[src/rtl/riscv_pkg.sv]
// ============================================================================
// Module      : riscv_pkg
// Description : Shared constants for the RV32I decode/sequencer slice.
//               Holds the ALU opcode encoding, the RV32I major opcodes and
//               the five sequencer phases.
// Revision    : 1.0 - initial release
// ============================================================================
`default_nettype none

package riscv_pkg;

  // ALU opcode encoding consumed by the execute stage
  localparam logic [4:0] ALU_ADD  = 5'd0;
  localparam logic [4:0] ALU_SLT  = 5'd1;
  localparam logic [4:0] ALU_SLTU = 5'd2;
  localparam logic [4:0] ALU_XOR  = 5'd3;
  localparam logic [4:0] ALU_OR   = 5'd4;
  localparam logic [4:0] ALU_AND  = 5'd5;
  localparam logic [4:0] ALU_SLL  = 5'd6;
  localparam logic [4:0] ALU_SRL  = 5'd7;
  localparam logic [4:0] ALU_SRA  = 5'd8;
  localparam logic [4:0] ALU_SUB  = 5'd9;
  localparam logic [4:0] ALU_SLLR = 5'd10;
  localparam logic [4:0] ALU_SLTR = 5'd11;
  localparam logic [4:0] ALU_XORR = 5'd13;
  localparam logic [4:0] ALU_SRLR = 5'd14;
  localparam logic [4:0] ALU_SRAR = 5'd15;
  localparam logic [4:0] ALU_ORR  = 5'd16;
  localparam logic [4:0] ALU_ANDR = 5'd17;
  localparam logic [4:0] ALU_BEQ  = 5'd18;
  localparam logic [4:0] ALU_BNE  = 5'd19;
  localparam logic [4:0] ALU_BLT  = 5'd20;
  localparam logic [4:0] ALU_BGE  = 5'd21;
  localparam logic [4:0] ALU_BLTU = 5'd22;
  localparam logic [4:0] ALU_BGEU = 5'd23;

  // RV32I major opcodes (instr[6:0])
  localparam logic [6:0] OPC_LUI    = 7'b0110111;
  localparam logic [6:0] OPC_AUIPC  = 7'b0010111;
  localparam logic [6:0] OPC_JAL    = 7'b1101111;
  localparam logic [6:0] OPC_JALR   = 7'b1100111;
  localparam logic [6:0] OPC_LOAD   = 7'b0000011;
  localparam logic [6:0] OPC_STORE  = 7'b0100011;
  localparam logic [6:0] OPC_OPIMM  = 7'b0010011;
  localparam logic [6:0] OPC_OP     = 7'b0110011;
  localparam logic [6:0] OPC_BRANCH = 7'b1100011;

  // Sequencer phases
  typedef enum logic [2:0] {
    PH_FETCH  = 3'd0,
    PH_DECODE = 3'd1,
    PH_EXEC   = 3'd2,
    PH_MEM    = 3'd3,
    PH_WB     = 3'd4
  } phase_e;

endpackage

`default_nettype wire

[src/rtl/riscv_decode_seq_imm_gen.sv]
// ============================================================================
// Module      : imm_gen
// Description : Combinational RV32I immediate extraction (I/S/B/U/J forms),
//               all sign-extended to 32 bits.
// Ports       : instr  - instruction word
//               imm_i, imm_s, imm_b, imm_u, imm_j - decoded immediates
// Revision    : 1.0 - initial release
// ============================================================================
`default_nettype none

module imm_gen (
  input  logic [31:0] instr,
  output logic [31:0] imm_i,
  output logic [31:0] imm_s,
  output logic [31:0] imm_b,
  output logic [31:0] imm_u,
  output logic [31:0] imm_j
);

  assign imm_i = {{20{instr[31]}}, instr[31:20]};
  assign imm_s = {{20{instr[31]}}, instr[31:25], instr[11:7]};
  assign imm_b = {{19{instr[31]}}, instr[31], instr[7], instr[30:25], instr[11:8], 1'b0};
  assign imm_u = {instr[31:12], 12'b0};
  assign imm_j = {{11{instr[31]}}, instr[31], instr[19:12], instr[20], instr[30:21], 1'b0};

endmodule

`default_nettype wire

[src/rtl/riscv_decode_seq.sv]
// ============================================================================
// Module      : riscv_decode_seq
// Description : RV32I decode stage and 5-phase instruction sequencer
//               (fetch, decode, execute, memory, writeback). Latches an
//               instruction over a valid/ready handshake, reads the register
//               file in decode and registers the ALU operands for execute.
// Ports       : clk/rst                 - clock, sync active-high reset
//               instr_valid/instr/instr_pc/instr_ready - fetch handshake
//               rs1_addr/rs2_addr/rs1_data/rs2_data   - register-file read
//               phase/op/opa/opb         - ALU controls and operands
//               rd_addr/rd_we            - writeback control
//               mem_req/mem_we/mem_funct3/mem_ack - load/store control
//               is_branch/is_jump/illegal_instr/halted - status
// Options     : DECODE_ILLEGAL_TRAP_EN - illegal instruction halts the
//               sequencer until reset; otherwise it executes as a NOP.
// Revision    : 1.0 - initial release
// ============================================================================
`default_nettype none

module riscv_decode_seq
  import riscv_pkg::*;
#(
  parameter int          XLEN     = 32,
  parameter logic [31:0] RESET_PC = 32'h0000_0000
) (
  input  logic            clk,
  input  logic            rst,
  input  logic            instr_valid,
  input  logic [31:0]     instr,
  input  logic [XLEN-1:0] instr_pc,
  output logic            instr_ready,
  output logic [4:0]      rs1_addr,
  output logic [4:0]      rs2_addr,
  input  logic [XLEN-1:0] rs1_data,
  input  logic [XLEN-1:0] rs2_data,
  output logic [2:0]      phase,
  output logic [4:0]      op,
  output logic [XLEN-1:0] opa,
  output logic [XLEN-1:0] opb,
  output logic [4:0]      rd_addr,
  output logic            rd_we,
  output logic            mem_req,
  output logic            mem_we,
  output logic [2:0]      mem_funct3,
  input  logic            mem_ack,
  output logic            is_branch,
  output logic            is_jump,
  output logic            illegal_instr,
  output logic            halted
);

  phase_e          state, state_nxt;
  logic [31:0]     instr_q;
  logic [XLEN-1:0] pc_q;
  logic            is_mem_q;
  logic            wb_q;

  logic [31:0] imm_i, imm_s, imm_u, unused_imm_b, unused_imm_j;

  imm_gen u_imm_gen (
    .instr (instr_q),
    .imm_i (imm_i),
    .imm_s (imm_s),
    .imm_b (unused_imm_b),
    .imm_u (imm_u),
    .imm_j (unused_imm_j)
  );

  wire [6:0] opcode = instr_q[6:0];
  wire [2:0] funct3 = instr_q[14:12];
  wire [6:0] funct7 = instr_q[31:25];

  assign rs1_addr = instr_q[19:15];
  assign rs2_addr = instr_q[24:20];
  assign phase    = state;

  // ---------------------------------------------------------------- decode
  logic [4:0]      d_op;
  logic [XLEN-1:0] d_opa, d_opb;
  logic            d_branch, d_jump, d_illegal, d_mem, d_mem_we, d_wb;
  logic [2:0]      d_mem_f3;

  always_comb begin
    d_op      = ALU_ADD;
    d_opa     = '0;
    d_opb     = '0;
    d_branch  = 1'b0;
    d_jump    = 1'b0;
    d_illegal = 1'b0;
    d_mem     = 1'b0;
    d_mem_we  = 1'b0;
    d_mem_f3  = 3'b000;
    d_wb      = 1'b0;
    case (opcode)
      OPC_LUI: begin
        d_opb = imm_u;
        d_wb  = 1'b1;
      end
      OPC_AUIPC: begin
        d_opa = pc_q;
        d_opb = imm_u;
        d_wb  = 1'b1;
      end
      OPC_JAL, OPC_JALR: begin
        d_opa  = pc_q;
        d_opb  = 32'd4;
        d_jump = 1'b1;
        d_wb   = 1'b1;
      end
      OPC_LOAD: begin
        d_opa    = rs1_data;
        d_opb    = imm_i;
        d_mem    = 1'b1;
        d_mem_f3 = funct3;
        d_wb     = 1'b1;
      end
      OPC_STORE: begin
        d_opa    = rs1_data;
        d_opb    = imm_s;
        d_mem    = 1'b1;
        d_mem_we = 1'b1;
        d_mem_f3 = funct3;
      end
      OPC_OPIMM: begin
        d_opa = rs1_data;
        d_opb = imm_i;
        d_wb  = 1'b1;
        case (funct3)
          3'b000: d_op = ALU_ADD;
          3'b010: d_op = ALU_SLT;
          3'b011: d_op = ALU_SLTU;
          3'b100: d_op = ALU_XOR;
          3'b110: d_op = ALU_OR;
          3'b111: d_op = ALU_AND;
          3'b001: begin
            d_op      = ALU_SLL;
            d_opb     = {27'b0, instr_q[24:20]};
            d_illegal = (funct7 != 7'h00);
          end
          default: begin // 3'b101
            d_op      = (funct7 == 7'h20) ? ALU_SRA : ALU_SRL;
            d_opb     = {27'b0, instr_q[24:20]};
            d_illegal = (funct7 != 7'h00) && (funct7 != 7'h20);
          end
        endcase
      end
      OPC_OP: begin
        d_opa = rs1_data;
        d_opb = rs2_data;
        d_wb  = 1'b1;
        // funct7 0x20 only qualifies SUB and SRA
        d_illegal = ((funct7 != 7'h00) && (funct7 != 7'h20)) ||
                    ((funct7 == 7'h20) && (funct3 != 3'b000) && (funct3 != 3'b101));
        case (funct3)
          3'b000: d_op = funct7[5] ? ALU_SUB : ALU_ADD;
          3'b001: begin
            d_op  = ALU_SLLR;
            d_opb = {27'b0, rs2_data[4:0]};
          end
          3'b010: d_op = ALU_SLTR;
          3'b011: d_op = ALU_SLTU;
          3'b100: d_op = ALU_XORR;
          3'b101: begin
            d_op  = funct7[5] ? ALU_SRAR : ALU_SRLR;
            d_opb = {27'b0, rs2_data[4:0]};
          end
          3'b110: d_op = ALU_ORR;
          default: d_op = ALU_ANDR;
        endcase
      end
      OPC_BRANCH: begin
        d_opa    = rs1_data;
        d_opb    = rs2_data;
        d_branch = 1'b1;
        case (funct3)
          3'b000:  d_op = ALU_BEQ;
          3'b001:  d_op = ALU_BNE;
          3'b100:  d_op = ALU_BLT;
          3'b101:  d_op = ALU_BGE;
          3'b110:  d_op = ALU_BLTU;
          3'b111:  d_op = ALU_BGEU;
          default: d_illegal = 1'b1;
        endcase
      end
      default: d_illegal = 1'b1;
    endcase

    // Illegal instructions collapse to an inert add of zeros
    if (d_illegal) begin
      d_op     = ALU_ADD;
      d_opa    = '0;
      d_opb    = '0;
      d_branch = 1'b0;
      d_jump   = 1'b0;
      d_mem    = 1'b0;
      d_mem_we = 1'b0;
      d_mem_f3 = 3'b000;
      d_wb     = 1'b0;
    end
  end

  // ------------------------------------------------------------ sequencer
  always_ff @(posedge clk) begin
    if (rst) state <= PH_FETCH;
    else     state <= state_nxt;
  end

  always_comb begin
    state_nxt   = state;
    instr_ready = 1'b0;
    mem_req     = 1'b0;
    rd_we       = 1'b0;
    case (state)
      PH_FETCH: begin
        instr_ready = !halted;
        if (instr_valid && !halted) state_nxt = PH_DECODE;
      end
      PH_DECODE: state_nxt = PH_EXEC;
      PH_EXEC:   state_nxt = is_mem_q ? PH_MEM : PH_WB;
      PH_MEM: begin
        mem_req = 1'b1;
        if (mem_ack) state_nxt = PH_WB;
      end
      PH_WB: begin
        rd_we     = wb_q && (rd_addr != 5'd0);
        state_nxt = PH_FETCH;
      end
      default: state_nxt = PH_FETCH;
    endcase
  end

  // ------------------------------------------------------------- datapath
  always_ff @(posedge clk) begin
    if (rst) begin
      instr_q       <= '0;
      pc_q          <= RESET_PC;
      op            <= ALU_ADD;
      opa           <= '0;
      opb           <= '0;
      rd_addr       <= '0;
      is_branch     <= 1'b0;
      is_jump       <= 1'b0;
      illegal_instr <= 1'b0;
      is_mem_q      <= 1'b0;
      mem_we        <= 1'b0;
      mem_funct3    <= 3'b000;
      wb_q          <= 1'b0;
    end else begin
      if (state == PH_FETCH && instr_valid && instr_ready) begin
        instr_q <= instr;
        pc_q    <= instr_pc;
      end
      // Operands are captured on the decode exit edge so they stay stable
      // for the whole execute phase.
      if (state == PH_DECODE) begin
        op            <= d_op;
        opa           <= d_opa;
        opb           <= d_opb;
        rd_addr       <= instr_q[11:7];
        is_branch     <= d_branch;
        is_jump       <= d_jump;
        illegal_instr <= d_illegal;
        is_mem_q      <= d_mem;
        mem_we        <= d_mem_we;
        mem_funct3    <= d_mem_f3;
        wb_q          <= d_wb;
      end
    end
  end

`ifdef DECODE_ILLEGAL_TRAP_EN
  logic halted_q;
  always_ff @(posedge clk) begin
    if (rst)                                 halted_q <= 1'b0;
    else if (state == PH_WB && illegal_instr) halted_q <= 1'b1;
  end
  assign halted = halted_q;
`else
  assign halted = 1'b0;
`endif

endmodule

`default_nettype wire

[config.mk]
export PLATFORM = sky130hd
export DESIGN_NAME = riscv_decode_seq
export DESIGN_NICKNAME = d
export VERILOG_FILES = /design/src/rtl/riscv_pkg.sv /design/src/rtl/riscv_decode_seq_imm_gen.sv /design/src/rtl/riscv_decode_seq.sv
export SDC_FILE = /design/constraint.sdc
export NUM_CORES = 1
export LEC_CHECK = 0
export ABC_CLOCK_PERIOD_IN_PS = 3100
export BUFFER_PORTS_ARGS = -buffer_cell sky130_fd_sc_hd__buf_4
export CORE_MARGIN = 2
export CORE_UTILIZATION = 40
export CTS_CLUSTER_DIAMETER = 80
export DETAILED_ROUTE_END_ITERATION = 6
export GPL_ROUTABILITY_DRIVEN = 0
export GPL_TIMING_DRIVEN = 0
export PLACE_DENSITY = 0.75
export SLEW_MARGIN = 30
export SYNTH_ARGS = -nofsm -noshare
export SYNTH_HDL_FRONTEND = slang
export SYNTH_SLANG_ARGS = --single-unit
[constraint.sdc]
create_clock -name clk -period 3.1 [get_ports clk]
set_clock_uncertainty 0.05 [all_clocks]
set_input_delay 0.31 -clock clk [delete_from_list [all_inputs] [get_ports clk]]
set_output_delay 0.31 -clock clk [all_outputs]
set_load 0.02 [all_outputs]
==> impl_metrics.env <==
export IMPL_area_growth_synth_to_final_pct=38.9
export IMPL_hold_viol_final=0
export IMPL_synth_edf_count=0
export IMPL_hp_class="primary input to flop"
export IMPL_clock_fmax_mhz=373
export IMPL_post_route_drc_count=0
export IMPL_synthArstFlopShare_pct=0
export IMPL_holdWs_ns=0.0818
export IMPL_fin_crit_sh_pct=86.4
export IMPL_start_util_pct=40.7
export IMPL_first_pass_iters=5
export IMPL_drt_antenna_violating_nets=0
export IMPL_cp_end_kind="flop"
export IMPL_htree_levels=4
export IMPL_ys_warnings_count=0
export IMPL_post_cts_setup_buffers=0
export IMPL_worst_slew_pin_transition_ns=0.787
export IMPL_ys_ff_latch=150
export IMPL_leakagePower_nw=3.58
export IMPL_yosys_cell_types_count=58
export IMPL_syn_avg_cell_area_um2=8.22
export IMPL_routed_wl_um=20800
export IMPL_postLayoutCoreUtil_pct=56.6
export IMPL_critPathMaxFanout=10
export IMPL_max_slew_margin_pct=47.5
export IMPL_first_global_vias=5978
export IMPL_wl_per_cell_um=16.5
export IMPL_cts_resized=0
export IMPL_power_total_w=0.00464
export IMPL_grt_pass1_wl_um=30800
export IMPL_track_usage_pct=23.4
export IMPL_drv_cap=0
export IMPL_die_area_um2=17100
export IMPL_synth_nets=921
export IMPL_antenna_cells=0
export IMPL_setup_viol=0
export IMPL_cts_tree="done"
export IMPL_critPathLaunchType="flop"
export IMPL_clkTransAtPathRegs_ns=0.06
export IMPL_yosysSeqAreaShare_pct=46.6
export IMPL_num_vias=6514
export IMPL_dp_slack_ns=0.454
export IMPL_clockRootBuffer="clkbuf_16"
export IMPL_grt_overflow=0
export IMPL_cts_sinks=150
export IMPL_setup_worst_path_class="flop to flop"
export IMPL_synthFlopType="dfxtp_1"
export IMPL_syn_area_um2=6440
export IMPL_die_h_um=131
export IMPL_antenna_found_initial=0
export IMPL_fp_row_count=46
export IMPL_avgViaCountPerCell=5.18
export IMPL_setup_ws_ns=0.420
export IMPL_finalNetCount=1167
export IMPL_synthTopCellsByArea="dfxtp_1 47%, nand2_1 13%, a21oi_1 6.7%"
export IMPL_critical_path_required_ns=3.41
export IMPL_coreArea_um2=15800
export IMPL_ios=230
export IMPL_clk_latency_ns=0.42
export IMPL_peakVddDrop_mv=0.375
export IMPL_crit_arrival_ns=2.99
export IMPL_synth_cells=784
export IMPL_grt_max_degree=17
export IMPL_postCtsHoldBufs=0
export IMPL_post_synth_top_area_fraction_pct=46.6
export IMPL_clockBufferDepth=2
export IMPL_synth_area_leader_cell="dfxtp_1"
export IMPL_n_fill_cell=1534
export IMPL_finalCriticalPeriod_ns=2.68
export IMPL_rsz0062_at_grt="no"
export IMPL_drtIter0Drc=417
export IMPL_final_setup_tns_ns=0
export IMPL_outcome="finished, final reports clean"
export IMPL_drive_gt1_share_pct=30.9
export IMPL_port_buffers=227
export IMPL_dp_hpwl_um=15500
export IMPL_die_width_um=131
export IMPL_numCtsBuffers=17
export IMPL_p_per_area_nw_per_um2=518
export IMPL_slew_violations=0
[routing by layer]
| layer | up-vias | track usage, % | share of wire, % |
|---|---|---|---|
| met5 | - | 0 | 0 |
| met4 | 0 | 9.57 | 2.7 |
| met3 | 38 | 4.36 | 6.5 |
| met2 | 267 | 37.6 | 46 |
| met1 | 2997 | 31.2 | 44 |
| li1 | 3212 | - | - |
[where the power goes]
| group | switching [W] | total, W | internal (W) |
|---|---|---|---|
| Combinational | 0.000385 | 0.000657 | 0.000272 |
| Sequential | 0.0000637 | 0.00207 | 0.00201 |
| Clock | 0.000773 | 0.00191 | 0.00113 |
[placed cells by master, fill, tap and decap left out, types with 4 or more instances in the layout]
master,n
nand3b_1,5
nor2_1,15
ha_1,5
nor3_1,5
o21ai_2,41
nand2_1,228
nand3_1,5
buf_2,4
buf_6,6
buf_4,238
clkbuf_1,60
a221oi_1,19
dfxtp_1,150
mux2i_1,4
clkbuf_16,17
a21oi_1,86
clkinv_2,4
a22oi_1,44
inv_1,4
o21ai_0,41
[final timing paths]
check | start | endpoint | slack [ns] | cells past startpoint
worst min-delay path | instr_pc[1] | pc_q[1]$_SDFFE_PP0P_ | 0.08 | 3
worst max register to register | instr_q[2]$_SDFFE_PP0P_ | opa[8]$_SDFFE_PP0P_ | 0.42 | 8
worst min register to register | opa[22]$_SDFFE_PP0P_ | opa[22]$_SDFFE_PP0P_ | 0.40 | 2
worst max-delay path | instr_q[2]$_SDFFE_PP0P_ | opa[8]$_SDFFE_PP0P_ | 0.42 | 8
[area by class of cell]
cell class	instances	area, um2	share of cell area (%)
Clock buffer	25	475	5.31
Tap cell	216	270	3.02
Clock inverter	5	50.0	0.559
Multi-Input combinational cell	554	3060	34.2
Timing Repair Buffer	227	1700	19.0
Buffer	76	377	4.21
Sequential cell	150	3000	33.5
Inverter	4	15.0	0.168
[synth_stat cells, types with 2 or more instances]
library cell and n:
buf_2 4, mux2i_1 4, dfxtp_1 150, and2_1 3
nor2_1 16, ha_1 5, a221oi_1 19, a22oi_1 44
nand3b_1 5, or4_1 3, inv_1 4, o21ai_0 41
a21oi_1 86, nand2b_1 3, nand2_1 228, nand3_1 5
a32o_1 2, nor3_1 5, nor3b_1 2, xor2_1 2
buf_4 11, a21o_1 2, nor2b_1 3, or3_1 2
buf_6 6, clkbuf_1 54, o21ai_2 41, nor4b_1 2
nor4_1 3
[sequential cells by signal (all words and copies together) (netlist names)]
register       count
illegal_instr      1
instr_q           32
is_branch          1
is_jump            1
is_mem_q           1
mem_funct3         3
mem_we             1
op                 5
opa               32
opb               32
pc_q              32
phase              3
rd_addr            5
wb_q               1
[logic make-up (layout without fill, tap and decap cells)]
kind of cell | count (synthesis) | in the layout | share of synthesized area [%]
muxes | 4 | 4 | 0.621
other | 1 | 1 | 0.0582
DFF | 150 | 150 | 46.6
buffers and inverters | 80 | 337 | 6.08
AOI/OAI and AO/OA | 253 | 253 | 26.2
adders and majority gates | 5 | 5 | 0.971
xor gates and xnor gates | 2 | 2 | 0.272
and+or+nand+nor | 289 | 289 | 19.2
[metrics by stage]
stage / area [um2] / std cells
after CTS: 8950 / 1257
after global placement: 8420 / 1227
after global routing: 8950 / 1257
after floorplan: 6440 / 784
final: 8950 / 1257
after detailed placement: 8420 / 1227
[worst max-delay path: stages, from the launching register on]
cell,delay [ns]
dfxtp_1,0.38
nand4bb_1,0.20
clkbuf_1,0.24
a21oi_1,0.52
or3_1,0.23
or4b_4,0.51
buf_6,0.18
buf_6,0.16
o21ai_2,0.14
Note: power is estimated with default switching activity, not from simulation.
